### config.mk
export PLATFORM = sky130hd
export DESIGN_NAME = dmem_req_ctrl
export DESIGN_NICKNAME = d
export VERILOG_FILES = /design/src/rtl/dmem_req_ctrl.sv
export SDC_FILE = /design/constraint.sdc
export NUM_CORES = 1
export LEC_CHECK = 0
export BUFFER_PORTS_ARGS = -buffer_cell sky130_fd_sc_hd__buf_2
export CORE_AREA = 2 2 110 112
export DETAILED_ROUTE_END_ITERATION = 10
export DIE_AREA = 0 0 112 114
export PLACE_DENSITY = 0.72
export SYNTH_ARGS = -nofsm -noshare
export SYNTH_HDL_FRONTEND = slang
export SYNTH_SLANG_ARGS = --single-unit
### constraint.sdc
create_clock -name clk -period 3.7 [get_ports clk]
set_input_delay 0.555 -clock clk [delete_from_list [all_inputs] [get_ports clk]]
set_output_delay 0.555 -clock clk [all_outputs]
set_load 0.005 [all_outputs]
### src/rtl/dmem_req_ctrl.sv
// dmem_req_ctrl: M1-stage data-memory request controller.
// Translates virtual addresses (kseg0/kseg1 unmapped, everything else via the
// DTLB lookup presented alongside the op), raises address/TLB exceptions,
// issues pipelined DCache requests with a shared credit pool of DEPTH, and
// returns responses strictly in order through a small response buffer.
// Flush marks in-flight requests as killed instead of forgetting them, so the
// data_ok stream from the cache stays aligned with the outstanding FIFO.
module dmem_req_ctrl #(
  parameter int DEPTH        = 2,
  parameter bit KSEG0_CACHED = 1'b1
) (
  input  logic        clk,
  input  logic        reset,
  input  logic        flush,
  // op from the pipeline
  input  logic        req_valid,
  output logic        req_ready,
  input  logic        req_we,
  input  logic [1:0]  req_size,
  input  logic [31:0] req_vaddr,
  input  logic [3:0]  req_wstrb,
  input  logic [31:0] req_wdata,
  // DTLB lookup for req_vaddr
  input  logic        tlb_found,
  input  logic [19:0] tlb_pfn,
  input  logic [2:0]  tlb_c,
  input  logic        tlb_d,
  input  logic        tlb_v,
  // exception report
  output logic        ex_valid,
  output logic [4:0]  ex_code,
  output logic        ex_refill,
  output logic [31:0] ex_badvaddr,
  // DCache request channel
  output logic        cache_req_valid,
  input  logic        cache_req_ready,
  output logic        cache_req_we,
  output logic [31:0] cache_req_paddr,
  output logic [3:0]  cache_req_wstrb,
  output logic [31:0] cache_req_wdata,
  output logic        cache_req_uncached,
  // DCache response channel
  input  logic        cache_resp_valid,
  input  logic [31:0] cache_resp_rdata,
  // in-order response to the pipeline
  output logic        resp_valid,
  output logic        resp_we,
  output logic [31:0] resp_rdata,
  input  logic        resp_ready,
  // status
  output logic        busy,
  output logic        protocol_err
);

  localparam int PW = (DEPTH > 1) ? $clog2(DEPTH) : 1;
  localparam int CW = $clog2(DEPTH) + 1;
  localparam logic [CW:0] DEPTH_W = (CW+1)'(DEPTH);

  localparam logic [4:0] EXC_MOD  = 5'd1;
  localparam logic [4:0] EXC_TLBL = 5'd2;
  localparam logic [4:0] EXC_TLBS = 5'd3;
  localparam logic [4:0] EXC_ADEL = 5'd4;
  localparam logic [4:0] EXC_ADES = 5'd5;

  typedef struct packed {
    logic we;
    logic kill;
  } ost_t;

  typedef struct packed {
    logic        we;
    logic [31:0] data;
  } rsp_t;

  function automatic logic [PW-1:0] ptr_nxt(input logic [PW-1:0] p);
    ptr_nxt = (p == PW'(DEPTH-1)) ? '0 : p + 1'b1;
  endfunction

  // ---------------------------------------------------------------- translate
  logic mapped, misalign;
  logic fault, refill;
  logic [4:0] code;

  assign mapped   = (req_vaddr[31:30] != 2'b10);
  assign misalign = ((req_size == 2'd1) & req_vaddr[0]) |
                    (req_size[1] & (req_vaddr[1:0] != 2'b00));

  // Exception priority: alignment, then TLB miss, invalid, then write-protect.
  always_comb begin
    fault  = 1'b0;
    refill = 1'b0;
    code   = 5'd0;
    if (misalign) begin
      fault = 1'b1;
      code  = req_we ? EXC_ADES : EXC_ADEL;
    end else if (mapped & ~tlb_found) begin
      fault  = 1'b1;
      refill = 1'b1;
      code   = req_we ? EXC_TLBS : EXC_TLBL;
    end else if (mapped & ~tlb_v) begin
      fault = 1'b1;
      code  = req_we ? EXC_TLBS : EXC_TLBL;
    end else if (mapped & req_we & ~tlb_d) begin
      fault = 1'b1;
      code  = EXC_MOD;
    end
  end

  assign ex_valid    = req_valid & fault & ~flush;
  assign ex_code     = code;
  assign ex_refill   = refill;
  assign ex_badvaddr = req_vaddr;

  // ------------------------------------------------------------- credit/issue
  logic [CW-1:0] ost_cnt, rsp_cnt;
  logic [CW:0]   occ;
  logic          credit;

  assign occ    = {1'b0, ost_cnt} + {1'b0, rsp_cnt};
  assign credit = (occ < DEPTH_W);
  assign busy   = (occ != '0);

  assign cache_req_valid    = req_valid & ~flush & credit & ~fault;
  assign cache_req_we       = req_we;
  assign cache_req_wstrb    = req_wstrb;
  assign cache_req_wdata    = req_wdata;
  assign cache_req_paddr    = mapped ? {tlb_pfn, req_vaddr[11:0]}
                                     : {3'b000, req_vaddr[28:0]};
  assign cache_req_uncached = mapped ? (tlb_c != 3'd3)
                                     : (req_vaddr[29] | ~KSEG0_CACHED);

  // Faulting ops are consumed so the pipeline can take the exception.
  assign req_ready = (cache_req_valid & cache_req_ready) | ex_valid;

  // -------------------------------------------------------- outstanding FIFO
  ost_t [DEPTH-1:0] ost_q;
  logic [PW-1:0]    ost_wr, ost_rd;
  logic             ost_push, ost_pop;

  assign ost_push = cache_req_valid & cache_req_ready;
  assign ost_pop  = cache_resp_valid & (ost_cnt != '0);

  // Track issued requests; flush marks every in-flight entry as killed.
  always_ff @(posedge clk) begin
    if (reset) begin
      ost_q   <= '0;
      ost_wr  <= '0;
      ost_rd  <= '0;
      ost_cnt <= '0;
    end else begin
      if (ost_push) begin
        ost_q[ost_wr] <= '{we: req_we, kill: 1'b0};
        ost_wr        <= ptr_nxt(ost_wr);
      end
      if (ost_pop)
        ost_rd <= ptr_nxt(ost_rd);
      if (flush)
        for (int i = 0; i < DEPTH; i++)
          ost_q[i].kill <= 1'b1;
      ost_cnt <= ost_cnt + CW'(ost_push) - CW'(ost_pop);
    end
  end

  // ----------------------------------------------------------- response FIFO
  rsp_t [DEPTH-1:0] rsp_q;
  logic [PW-1:0]    rsp_wr, rsp_rd;
  logic             rsp_push, rsp_pop;

  // Data arriving during flush belongs to work being discarded.
  assign rsp_push = ost_pop & ~ost_q[ost_rd].kill & ~flush;
  assign rsp_pop  = resp_valid & resp_ready & ~flush;

  // Response storage; stores return zero data.
  always_ff @(posedge clk) begin
    if (rsp_push)
      rsp_q[rsp_wr] <= '{we: ost_q[ost_rd].we,
                         data: ost_q[ost_rd].we ? 32'd0 : cache_resp_rdata};
  end

  // Response pointers and count; flush empties the buffer.
  always_ff @(posedge clk) begin
    if (reset || flush) begin
      rsp_wr  <= '0;
      rsp_rd  <= '0;
      rsp_cnt <= '0;
    end else begin
      if (rsp_push)
        rsp_wr <= ptr_nxt(rsp_wr);
      if (rsp_pop)
        rsp_rd <= ptr_nxt(rsp_rd);
      rsp_cnt <= rsp_cnt + CW'(rsp_push) - CW'(rsp_pop);
    end
  end

  assign resp_valid = (rsp_cnt != '0);
  assign resp_we    = rsp_q[rsp_rd].we;
  assign resp_rdata = rsp_q[rsp_rd].data;

  // Sticky flag for a data_ok with nothing outstanding.
  always_ff @(posedge clk) begin
    if (reset)
      protocol_err <= 1'b0;
    else if (cache_resp_valid & (ost_cnt == '0))
      protocol_err <= 1'b1;
  end

endmodule
==> impl_metrics.env <==
export IMPL_crit_slowest_cell="fa_1"
export IMPL_period_share_pct=80.7
export IMPL_critPathKind="flop to primary output"
export IMPL_synth_most_common_cell="buf_4"
export IMPL_end_kind="primary output"
export IMPL_syn2layout_area_growth_pct=17.5
export IMPL_start_util_pct=36.6
export IMPL_fmax_mhz=335
export IMPL_fp_dieW_microns=112
export IMPL_finalHoldViolCount=0
export IMPL_r2r_slack_ps=800
export IMPL_synth_compound_area_share_pct=2.54
export IMPL_cts_made_buffers=9
export IMPL_p_leak_nw=2.12
export IMPL_cts_resized=0
export IMPL_cts_tree="yes"
export IMPL_synth_top_area_cell="edfxtp_1"
export IMPL_synth_ff_type="edfxtp_1"
export IMPL_cp_cell_sequence="ha_1 -> fa_1 -> nor4b_4 -> nand2_2 -> or3_4 -> o21ai_2 -> buf_2"
export IMPL_yosys_top_cells_count="84 x buf_4, 66 x edfxtp_1, 50 x mux2_2"
export IMPL_status="finished, final reports clean"
export IMPL_hold_buffers=0
export IMPL_hold_class="flop to flop"
export IMPL_io_buffers=178
export IMPL_cp_slowest_stage_delay_ps=510
export IMPL_synth_fa_ha_area_share_pct=1.93
export IMPL_grt_start_max_net_pins=34
export IMPL_routed_via_density=4.64
export IMPL_synth_cells=336
export IMPL_slew_viol_final=0
export IMPL_antennaDiodeCount=0
export IMPL_coreArea_sq_um=11700
export IMPL_path_delay_family="simple AND/OR/NAND/NOR gates"
export IMPL_clkSinkCount=79
export IMPL_synth_xor_xnor_area_share_pct=1.43
export IMPL_ant_nets=0
export IMPL_clk_pin_slew_ps=60
export IMPL_num_vias=2722
export IMPL_synth_seq_cells=79
export IMPL_slew_headroom_pct=33.2
export IMPL_grt_pass1_vias=2752
export IMPL_nFillCells=1104
export IMPL_clock_latency_ps=330
export IMPL_drtIter0Drc=104
export IMPL_dp_slack_ps=837
export IMPL_first_pass_iters=4
export IMPL_clock_root_buffer="clkbuf_16"
export IMPL_layout_nets=577
export IMPL_synthArstFlopShare_pct=0
export IMPL_synthTopCellsByArea="edfxtp_1 46%, buf_4 15%, mux2_2 13%, dfxtp_1 6.1%, and2_1 4.8%"
export IMPL_dieArea_sq_um=12800
export IMPL_gp_congestion=0.871
export IMPL_grt_pass1_wl_mm=16.4
export IMPL_worstSetupStartpointType="flop"
export IMPL_rows=40
export IMPL_route_detailed_drc=0
export IMPL_setup_tns_ps=0
export IMPL_finalSetupViolCount=0
export IMPL_setup_ws_ps=713
export IMPL_gr_usage_all_layers_pct=17.2
export IMPL_synthMuxAreaShare_pct=14.1
export IMPL_antenna_found_initial=0
export IMPL_min_period_ps=2990
export IMPL_rsz0062_at_grt="no"
export IMPL_drive_gt1_share_pct=59.5
export IMPL_cap_violations=0
export IMPL_critPathMaxFanout=4
export IMPL_critPathBufInv=1
export IMPL_powerDensity_nw_per_um2=459
export IMPL_synth_cell_type_count=44
export IMPL_io_pins=283
export IMPL_grt_overflow=0
export IMPL_die_y_microns=114
export IMPL_cts_max_level=3
export IMPL_arrival_ps=2430
export IMPL_yosys_area_share_simple_pct=10.7
export IMPL_hpwl_mm=8.85
export IMPL_finClkSkew_ps=6.81
export IMPL_synth_top_family_by_area="buffers and inverters"
export IMPL_synth_top_area_share_pct=46.2
export IMPL_avgSynthCellArea_sq_um=12.8
export IMPL_synth_edf_count=66
export IMPL_routed_wirelength_mm=11.3
export IMPL_wl_per_cell_microns=19.2
export IMPL_worst_slew_pin_slew_ps=1000
export IMPL_cts_buffer_depth=2
export IMPL_syn_area_sq_um=4290
export IMPL_yosys_warnings=0
export IMPL_postCtsSetupBuffers=0
export IMPL_yosysSeqAreaShare_pct=52.3
export IMPL_ir_drop_uv=271
export IMPL_required_ps=3140
-- per-stage QoR --
stage               hold slack [ps]  power (mW)  utilization [%]  cells  instance area [sq um]
floorplan                       445        1.30                -    337                   4290
detailed placement              459        1.40             40.3    571                   4720
CTS                             474        2.34             43.0    587                   5040
finish                          474        2.32             43.0    587                   5040
global placement                447        1.39             40.3    571                   4720
global route                    511        2.41             43.0    587                   5040
-- layout make-up --
| class | instances | area (sq um) | share of cell area, % |
|---|---|---|---|
| Multi-Input combinational cell | 155 | 1340 | 26.6 |
| Tap cell | 147 | 184 | 3.65 |
| Timing Repair Buffer | 183 | 928 | 18.4 |
| Clock buffer | 10 | 229 | 4.54 |
| Sequential cell | 79 | 2240 | 44.5 |
| Clock inverter | 6 | 92.6 | 1.84 |
| Inverter | 7 | 26.3 | 0.521 |
-- layout by cell type (no fill, tap or decap), types with 5 or more instances in the layout --
| cell | synthesis | routed |
|---|---|---|
| buf_2 | 5 | 178 |
| edfxtp_1 | 66 | 66 |
| mux2_2 | 50 | 50 |
| and2_1 | 33 | 33 |
| dfxtp_1 | 13 | 13 |
| clkbuf_16 | 0 | 9 |
| nor2_1 | 9 | 8 |
| inv_1 | 7 | 7 |
| nand2b_1 | 5 | 5 |
| nor3_1 | 5 | 5 |
| ha_1 | 5 | 5 |
| buf_4 | 84 | 5 |
-- sequential cells by signal, indices dropped and copies added, names as in the netlist --
name	flops
ost_cnt	2
ost_q	4
ost_rd	1
ost_wr	1
protocol_err	1
rsp_cnt	2
rsp_q	66
rsp_rd	1
rsp_wr	1
-- worst reg2reg max path, cell delays in order (launching register included) --
cell and delay, ps:
dfxtp_1 340, ha_1 220, fa_1 510, nor4b_4 370, nand2_2 130, or3_4 360
ha_1 300, inv_1 60, ha_1 140, xor2_1 180, xnor2_1 130, nor2_1 50
-- metal layers --
layer / track usage, % / vias up / part of all wire (%)
li1: - / 1279 / -
met1: 20.0 / 1276 / 39
met2: 27.9 / 153 / 48
met3: 8.24 / 14 / 11
met4: 6.42 / 0 / 1.6
met5: 0 / - / 0
-- report_power, final --
group	switching, mW	leakage (nW)	internal, mW
clock	0.344	0.149	0.594
combinational	0.166	1.27	0.173
sequential	0.0249	0.702	1.01
total	0.535	2.12	1.78
-- final timing paths --
| kind | from | endpoint | cells after the start |
|---|---|---|---|
| setup / recovery | ost_cnt[0] | req_ready | 7 |
| hold / removal | ost_q[0] | ost_q[0] | 2 |
| setup reg to reg | ost_cnt[0] | ost_cnt[1] | 11 |
| hold reg to reg | ost_q[0] | ost_q[0] | 2 |
-- logic make-up after synthesis --
logic type,Yosys count
other,1
adders and majority gates,6
and+or+nand+nor,72
DFF,79
AOI/OAI and AO/OA,14
xor gates and xnor gates,7
muxes,54
buffers and inverters,103
(Power assumes the default switching activity.)
